[config.mk]
export PLATFORM = sky130hd
export DESIGN_NAME = alu_issue_pipe_flat
export DESIGN_NICKNAME = d
export VERILOG_FILES = /design/src/rtl/alu_issue_pipe_pkg.sv /design/src/rtl/alu_issue_pipe_if.sv /design/src/rtl/alu_issue_pipe_regfile.sv /design/src/rtl/alu_issue_pipe.sv /design/src/flat_wrapper.sv
export SDC_FILE = /design/constraint.sdc
export NUM_CORES = 2
export LEC_CHECK = 0
export ABC_AREA = 1
export CAP_MARGIN = 20
export CORE_ASPECT_RATIO = 1.4
export CORE_MARGIN = 1.5
export CORE_UTILIZATION = 45
export DETAILED_ROUTE_END_ITERATION = 12
export MAX_ROUTING_LAYER = met4
export SLEW_MARGIN = 5
export SYNTH_ARGS = -nofsm -noshare
export SYNTH_HDL_FRONTEND = slang
export SYNTH_SLANG_ARGS = --single-unit
[constraint.sdc]
create_clock -name clk_i -period 15.6 [get_ports clk_i]
set_clock_uncertainty 0.1 [all_clocks]
set_input_delay 2.34 -clock clk_i [delete_from_list [all_inputs] [get_ports clk_i]]
set_output_delay 2.34 -clock clk_i [all_outputs]
set_load 0.02 [all_outputs]
[src/rtl/alu_issue_pipe_pkg.sv]
// pipe_pkg: opcodes, default datapath width and EX-stage control record for alu_issue_pipe
package pipe_pkg;
    localparam int XLEN_DEFAULT = 32;
    localparam logic [2:0] OP_AND = 3'd0;
    localparam logic [2:0] OP_OR  = 3'd1;
    localparam logic [2:0] OP_ADD = 3'd2;
    localparam logic [2:0] OP_MUL = 3'd3;
    localparam logic [2:0] OP_SUB = 3'd6;
    localparam logic [2:0] OP_SLT = 3'd7;
    typedef struct packed {
        logic       valid;
        logic [2:0] op;
        logic       regwrite;
    } ctrl_t;
endpackage

[src/rtl/alu_issue_pipe_if.sv]
// alu_issue_pipe_if: issue bus, retire bus and debug read port of alu_issue_pipe
//   master = decoder/debugger side, slave = pipe side
//   start_i/issue_valid_i/issue_ready_o + op/rs/rt/rd/imm/use_imm/regwrite : issue handshake
//   wb_valid_o/wb_addr_o/wb_data_o : retiring register write
//   dbg_addr_i/dbg_data_o : combinational register read
interface alu_issue_pipe_if #(
    parameter int XLEN = 32,
    parameter int AW   = 5
);
    logic            start_i, issue_valid_i, issue_ready_o;
    logic [2:0]      op_i;
    logic [AW-1:0]   rs_i, rt_i, rd_i, dbg_addr_i;
    logic [XLEN-1:0] imm_i;
    logic            use_imm_i, regwrite_i;
    logic            wb_valid_o;
    logic [AW-1:0]   wb_addr_o;
    logic [XLEN-1:0] wb_data_o, dbg_data_o;
    modport master (
        output start_i, issue_valid_i, op_i, rs_i, rt_i, rd_i, imm_i, use_imm_i, regwrite_i, dbg_addr_i,
        input  issue_ready_o, wb_valid_o, wb_addr_o, wb_data_o, dbg_data_o
    );
    modport slave (
        input  start_i, issue_valid_i, op_i, rs_i, rt_i, rd_i, imm_i, use_imm_i, regwrite_i, dbg_addr_i,
        output issue_ready_o, wb_valid_o, wb_addr_o, wb_data_o, dbg_data_o
    );
endinterface

[src/rtl/alu_issue_pipe_regfile.sv]
// pipe_regfile: NREGS x XLEN register file, R0 reads zero, write-through on all read ports
//   clk_i, rst_i (async active-low clear); we_i/wa_i/wd_i write port;
//   ra_i->a_o, rb_i->b_o operand reads; rdbg_i->dbg_o debug read
module pipe_regfile #(
    parameter  int XLEN  = 32,
    parameter  int NREGS = 32,
    localparam int AW    = $clog2(NREGS)
) (
    input  logic            clk_i,
    input  logic            rst_i,
    input  logic            we_i,
    input  logic [AW-1:0]   wa_i,
    input  logic [XLEN-1:0] wd_i,
    input  logic [AW-1:0]   ra_i,
    input  logic [AW-1:0]   rb_i,
    input  logic [AW-1:0]   rdbg_i,
    output logic [XLEN-1:0] a_o,
    output logic [XLEN-1:0] b_o,
    output logic [XLEN-1:0] dbg_o
);
    logic [XLEN-1:0] mem_q [NREGS];

    always_ff @(posedge clk_i or negedge rst_i) begin
        if (!rst_i) begin
            for (int i = 0; i < NREGS; i++) mem_q[i] <= '0;
        end else if (we_i && wa_i != '0) begin
            mem_q[wa_i] <= wd_i;
        end
    end

    // a write landing this cycle is visible to a read of the same address
    assign a_o   = (ra_i   == '0) ? '0 : (we_i && wa_i == ra_i)   ? wd_i : mem_q[ra_i];
    assign b_o   = (rb_i   == '0) ? '0 : (we_i && wa_i == rb_i)   ? wd_i : mem_q[rb_i];
    assign dbg_o = (rdbg_i == '0) ? '0 : (we_i && wa_i == rdbg_i) ? wd_i : mem_q[rdbg_i];
endmodule

[src/rtl/alu_issue_pipe.sv]
// alu_issue_pipe: ID/EX/MEM/WB integer back-end with forwarding, multi-cycle MUL and issue back-pressure
//   clk_i, rst_i (async active-low); bus = alu_issue_pipe_if.slave (issue, retire, debug ports)
module alu_issue_pipe
    import pipe_pkg::*;
#(
    parameter int XLEN    = XLEN_DEFAULT,
    parameter int NREGS   = 32,
    parameter int MUL_LAT = 3
) (
    input  logic            clk_i,
    input  logic            rst_i,
    alu_issue_pipe_if.slave bus
);
    localparam int AW = $clog2(NREGS);
    localparam int CW = $clog2(MUL_LAT + 1);

    ctrl_t           ex_q;
    logic [AW-1:0]   ex_rs_q, ex_rt_q, ex_rd_q;
    logic            ex_imm_q;
    logic [XLEN-1:0] ex_a_q, ex_b_q;
    logic [CW-1:0]   cnt_q, cnt_d;
    logic            mem_valid_q, mem_rw_q;
    logic [AW-1:0]   mem_rd_q;
    logic [XLEN-1:0] mem_data_q;
    logic            wb_valid_q;
    logic [AW-1:0]   wb_addr_q;
    logic [XLEN-1:0] wb_data_q;
    logic [XLEN-1:0] rf_a, rf_b, fwd_a, fwd_b, alu_d;
    logic            mem_fwd, ex_stall, ready, fire;

    pipe_regfile #(.XLEN(XLEN), .NREGS(NREGS)) u_rf (
        .clk_i  (clk_i),
        .rst_i  (rst_i),
        .we_i   (wb_valid_q),
        .wa_i   (wb_addr_q),
        .wd_i   (wb_data_q),
        .ra_i   (bus.rs_i),
        .rb_i   (bus.rt_i),
        .rdbg_i (bus.dbg_addr_i),
        .a_o    (rf_a),
        .b_o    (rf_b),
        .dbg_o  (bus.dbg_data_o)
    );

    // MEM (younger) beats WB; wb_valid_q already excludes R0 and non-writing ops
    always_comb begin
        mem_fwd  = mem_valid_q && mem_rw_q && mem_rd_q != '0;
        fwd_a    = (mem_fwd && mem_rd_q == ex_rs_q) ? mem_data_q :
                   (wb_valid_q && wb_addr_q == ex_rs_q) ? wb_data_q : ex_a_q;
        fwd_b    = ex_imm_q ? ex_b_q :
                   (mem_fwd && mem_rd_q == ex_rt_q) ? mem_data_q :
                   (wb_valid_q && wb_addr_q == ex_rt_q) ? wb_data_q : ex_b_q;
        alu_d    = (ex_q.op == OP_AND) ? fwd_a & fwd_b :
                   (ex_q.op == OP_OR)  ? fwd_a | fwd_b :
                   (ex_q.op == OP_ADD) ? fwd_a + fwd_b :
                   (ex_q.op == OP_SUB) ? fwd_a - fwd_b :
                   (ex_q.op == OP_SLT) ? XLEN'($signed(fwd_a) < $signed(fwd_b)) :
                   (ex_q.op == OP_MUL) ? fwd_a * fwd_b : '0;
        ex_stall = ex_q.valid && ex_q.op == OP_MUL && cnt_q != CW'(MUL_LAT - 1);
        cnt_d    = ex_stall ? cnt_q + 1'b1 : '0;
        ready    = bus.start_i && !ex_stall;
        fire     = bus.issue_valid_i && ready;
    end

    always_ff @(posedge clk_i or negedge rst_i) begin
        if (!rst_i) begin
            ex_q        <= '0;
            ex_rs_q     <= '0;
            ex_rt_q     <= '0;
            ex_rd_q     <= '0;
            ex_imm_q    <= 1'b0;
            ex_a_q      <= '0;
            ex_b_q      <= '0;
            cnt_q       <= '0;
            mem_valid_q <= 1'b0;
            mem_rw_q    <= 1'b0;
            mem_rd_q    <= '0;
            mem_data_q  <= '0;
            wb_valid_q  <= 1'b0;
            wb_addr_q   <= '0;
            wb_data_q   <= '0;
        end else begin
            cnt_q <= cnt_d;
            if (fire) begin
                ex_q     <= '{valid: 1'b1, op: bus.op_i, regwrite: bus.regwrite_i};
                ex_rs_q  <= bus.rs_i;
                ex_rt_q  <= bus.rt_i;
                ex_rd_q  <= bus.rd_i;
                ex_imm_q <= bus.use_imm_i;
                ex_a_q   <= rf_a;
                ex_b_q   <= bus.use_imm_i ? bus.imm_i : rf_b;
            end else if (ex_stall) begin
                // producers drain out of MEM/WB while MUL sits in EX, so freeze the forwarded operands
                ex_a_q <= fwd_a;
                ex_b_q <= fwd_b;
            end else begin
                ex_q.valid <= 1'b0;
            end
            mem_valid_q <= ex_q.valid && !ex_stall;
            mem_rw_q    <= ex_q.regwrite;
            mem_rd_q    <= ex_rd_q;
            mem_data_q  <= alu_d;
            wb_valid_q  <= mem_valid_q && mem_rw_q && mem_rd_q != '0;
            wb_addr_q   <= mem_rd_q;
            wb_data_q   <= mem_data_q;
        end
    end

    assign bus.issue_ready_o = ready;
    assign bus.wb_valid_o    = wb_valid_q;
    assign bus.wb_addr_o     = wb_addr_q;
    assign bus.wb_data_o     = wb_data_q;
endmodule

[src/flat_wrapper.sv]
// flat-port wrapper written by rule: the top's interface ports become plain ports
module alu_issue_pipe_flat import pipe_pkg::*;
#(
    parameter int XLEN    = XLEN_DEFAULT,
    parameter int NREGS   = 32,
    parameter int MUL_LAT = 3
)
  (clk_i, rst_i, bus_start_i, bus_issue_valid_i, bus_op_i, bus_rs_i, bus_rt_i, bus_rd_i, bus_imm_i, bus_use_imm_i, bus_regwrite_i, bus_dbg_addr_i, bus_issue_ready_o, bus_wb_valid_o, bus_wb_addr_o, bus_wb_data_o, bus_dbg_data_o);
  alu_issue_pipe_if #(.XLEN(XLEN), .AW(5)) bus_i ();
  input  logic clk_i;
  input  logic rst_i;
  input wire logic [$bits(bus_i.start_i)-1:0] bus_start_i;
  input wire logic [$bits(bus_i.issue_valid_i)-1:0] bus_issue_valid_i;
  input wire logic [$bits(bus_i.op_i)-1:0] bus_op_i;
  input wire logic [$bits(bus_i.rs_i)-1:0] bus_rs_i;
  input wire logic [$bits(bus_i.rt_i)-1:0] bus_rt_i;
  input wire logic [$bits(bus_i.rd_i)-1:0] bus_rd_i;
  input wire logic [$bits(bus_i.imm_i)-1:0] bus_imm_i;
  input wire logic [$bits(bus_i.use_imm_i)-1:0] bus_use_imm_i;
  input wire logic [$bits(bus_i.regwrite_i)-1:0] bus_regwrite_i;
  input wire logic [$bits(bus_i.dbg_addr_i)-1:0] bus_dbg_addr_i;
  output wire logic [$bits(bus_i.issue_ready_o)-1:0] bus_issue_ready_o;
  output wire logic [$bits(bus_i.wb_valid_o)-1:0] bus_wb_valid_o;
  output wire logic [$bits(bus_i.wb_addr_o)-1:0] bus_wb_addr_o;
  output wire logic [$bits(bus_i.wb_data_o)-1:0] bus_wb_data_o;
  output wire logic [$bits(bus_i.dbg_data_o)-1:0] bus_dbg_data_o;
  assign bus_i.start_i = bus_start_i;
  assign bus_i.issue_valid_i = bus_issue_valid_i;
  assign bus_i.op_i = bus_op_i;
  assign bus_i.rs_i = bus_rs_i;
  assign bus_i.rt_i = bus_rt_i;
  assign bus_i.rd_i = bus_rd_i;
  assign bus_i.imm_i = bus_imm_i;
  assign bus_i.use_imm_i = bus_use_imm_i;
  assign bus_i.regwrite_i = bus_regwrite_i;
  assign bus_i.dbg_addr_i = bus_dbg_addr_i;
  assign bus_issue_ready_o = bus_i.issue_ready_o;
  assign bus_wb_valid_o = bus_i.wb_valid_o;
  assign bus_wb_addr_o = bus_i.wb_addr_o;
  assign bus_wb_data_o = bus_i.wb_data_o;
  assign bus_dbg_data_o = bus_i.dbg_data_o;
  alu_issue_pipe #(.XLEN(XLEN), .NREGS(NREGS), .MUL_LAT(MUL_LAT)) u_core (.clk_i(clk_i), .rst_i(rst_i), .bus(bus_i));
endmodule
==> results.sh <==
export IMPL_timing_critical_path_mode_cell="fa_1"
export IMPL_root_buffer="clkbuf_16"
export IMPL_drc_errors=0
export IMPL_stdcell_count=15169
export IMPL_ys_top_cells_by_area="dfrtp_1 (32%), o21ai_0 (14%), nand2_1 (9.4%)"
export IMPL_fp_dieH_microns=539
export IMPL_hpwl_microns=332000
export IMPL_antenna_found_initial=49
export IMPL_ys_seq_area_frac=0.322
export IMPL_cts_tree="built"
export IMPL_endpoint_kind="register"
export IMPL_cp_slowest_cell="nand2_1"
export IMPL_postCtsHoldBufs=0
export IMPL_placementRows=196
export IMPL_critPathLaunch="u_core.bus.wb_addr_o[3]"
export IMPL_required_ps=16200
export IMPL_cts_buffers=144
export IMPL_place_inst=14865
export IMPL_yosys_warnings=0
export IMPL_via_per_inst=6.65
export IMPL_drt_iter0_drc=16077
export IMPL_start_kind="register"
export IMPL_first_global_vias=94346
export IMPL_layout_min_cycle_time_ps=11180
export IMPL_fin_ws_ps=4420
export IMPL_grt_first_pass_wirelength_microns=715000
export IMPL_ys_ff_latch=1188
export IMPL_hp_class="reg2reg"
export IMPL_max_freq_mhz=89.5
export IMPL_leakage_uw=0.0434
export IMPL_dp_slack_ps=4690
export IMPL_track_usage=0.496
export IMPL_relSlewSlack=0.0914
export IMPL_worst_pin_slew_ps=1350
export IMPL_num_vias=100848
export IMPL_port_buffers=131
export IMPL_postCtsSetupRepairBufs=0
export IMPL_grt_setup_unrepaired="no"
export IMPL_die_x_microns=386
export IMPL_drt_total_wl_microns=512000
export IMPL_ff2ff_setup_slack_ps=4420
export IMPL_reg2reg_from="u_core.bus.wb_addr_o[3]"
export IMPL_timing_final_crit_share=0.717
export IMPL_finalMaxSlewViolations=0
export IMPL_synth_area_leader_cell="dfrtp_1"
export IMPL_final_hold_viol_count=0
export IMPL_synth_cell_type_count=68
export IMPL_status="finished clean"
export IMPL_irDropWorstVdd_mv=0.955
export IMPL_critPathKind="reg2reg"
export IMPL_cp_endpoint="u_core.mem_data_q[30]"
export IMPL_ant_nets=0
export IMPL_grt_max_degree=222
export IMPL_max_stage_delay_ps=750
export IMPL_synth_fp_nets=13587
export IMPL_ys_async_sr_fraction=1.00
export IMPL_finalNetCount=13036
export IMPL_rr_worst_depth=34
export IMPL_power_density_nw_per_um2=275
export IMPL_cp_depth=34
export IMPL_netlist_top_cells_count="o21ai_0 (2630), nand2_1 (2303), a21oi_1 (1238)"
export IMPL_cp_num_buf_inv=5
export IMPL_rr_endpoint="u_core.mem_data_q[30]"
export IMPL_critPathMaxFanout=21
export IMPL_clk_latency_ps=850
export IMPL_clockBufferDepth=4
export IMPL_initial_utilization=0.453
export IMPL_ys_flop_type="dfrtp_1"
export IMPL_yosysMostFrequentCell="o21ai_0"
export IMPL_areaGrowthSynthToFinish_pct=8.70
export IMPL_synth_edf_count=0
export IMPL_cts_sinks=1188
export IMPL_max_cap_violations=0
export IMPL_wire_per_inst_microns=33.8
export IMPL_drtPass1Iterations=9
export IMPL_avgSynthCellArea_sq_um=7.15
export IMPL_final_setup_viol_count=0
export IMPL_tns_ps=0
export IMPL_final_layout_size_suffix_gt1_frac=0.0587
export IMPL_netlist_instances=12896
export IMPL_synth_area_sq_um=92200
export IMPL_cts_clk_slew_worst_paths_ps=70
export IMPL_synth_top_area_share=0.322
export IMPL_cts_resized=0
export IMPL_htree_levels=4
export IMPL_cp_arrival_ps=11770
export IMPL_io_pins=132
export IMPL_fp_coreArea_sq_um=204000
export IMPL_grt_ovfl_total=0
export IMPL_dieArea_sq_um=208000
export IMPL_critPathTopFamily="adder cells"
export IMPL_place_congestion=1.08
cells in the final DEF, fill, tap and decap left out, drive strengths merged, types with 3 or more instances in the layout:
master / instances
o21ai: 2658
nand2: 2343
a21oi: 1241
inv: 1236
dfrtp: 1188
nor2: 809
nand3: 707
fa: 410
o211ai: 359
buf: 317
ha: 220
clkbuf: 199
o221ai: 132
clkdlybuf4s50: 116
o2111ai: 113
clkinv: 54
diode: 51
o22ai: 44
nand4: 38
xor2: 35
a22oi: 32
o31ai: 27
a31oi: 24
or2: 23
nor3: 21
a211oi: 15
a221oi: 12
bufinv: 12
o21bai: 9
nand3b: 8
xnor2: 6
nor4: 6
a21boi: 6
o21a: 4
a311oi: 3
a2111o: 3
clkinvlp: 3
how the worst min path moves through the flow:
stage	start	end	slack, ps	depth (start not counted)
after global placement	u_core.mem_data_q[1]	u_core.bus.wb_data_o[1]	260	0
final	u_core.ex_rd_q[3]	u_core.mem_rd_q[3]	280	0
after detailed placement	u_core.ex_rd_q[3]	u_core.mem_rd_q[3]	270	0
after global routing	u_core.ex_rd_q[3]	u_core.mem_rd_q[3]	290	0
after floorplan	u_core.mem_data_q[0]	u_core.bus.wb_data_o[0]	250	0
after CTS	u_core.ex_rd_q[3]	u_core.mem_rd_q[3]	280	0
layout make-up:
cell class	count	area, sq um
multi-input cells	9320	53700
clock buffers	194	4080
diodes	51	128
flip-flops and latches	1188	29700
inverters	1253	4760
repair buffers	438	3830
fillers	20453	103000
clock inverters	52	647
well taps	2673	3340
flip-flops by register name, indices dropped and copies added (netlist names):
name                   cells
u_core.bus.wb_addr_o       5
u_core.bus.wb_data_o      32
u_core.bus.wb_valid_o      1
u_core.cnt_q               2
u_core.ex_a_q             32
u_core.ex_b_q             32
u_core.ex_imm_q            1
u_core.ex_q                5
u_core.ex_rd_q             5
u_core.ex_rs_q             5
u_core.ex_rt_q             5
u_core.mem_data_q         32
u_core.mem_rd_q            5
u_core.mem_rw_q            1
u_core.mem_valid_q         1
u_core.u_rf.mem_q       1024
cell families (layout without fill, tap and decap cells):
group                    Yosys count  in the layout  share of synthesized area
XOR/XNOR                          41             41                    0.00398
other                              0             51                          0
adder cells (fa/ha/maj)          630            630                      0.119
buffers and inverters           2388           1937                     0.0990
AND/OR/NAND/NOR                 3957           3957                      0.176
flip-flops                      1188           1188                      0.322
AO/OA/AOI/OAI                   4692           4692                      0.280
routing by layer:
layer	share of wire	track usage	vias to the layer above
li1	-	-	42381
met1	0.33	0.551	48276
met2	0.44	0.726	7810
met3	0.12	0.140	2381
met4	0.11	0.437	0
met5	0	-	-
power by group:
part / switching (uW) / total, uW / internal (uW)
Combinational: 14200 / 20100 / 5930
Clock: 1500 / 3540 / 2040
Sequential: 430 / 3870 / 3440
Total: 16100 / 27500 / 11400
per-stage QoR:
step                hold WS (ps)  power, uW   util  cell area (sq um)
floorplan                    254      14600      -              92200
global placement             263      23700  0.468              95200
detailed placement           265      23400  0.468              95300
CTS                          280      27200  0.491             100000
global route                 286      28700  0.492             100000
finish                       277      27500  0.492             100000
Note: power is estimated with default switching activity, not from simulation.
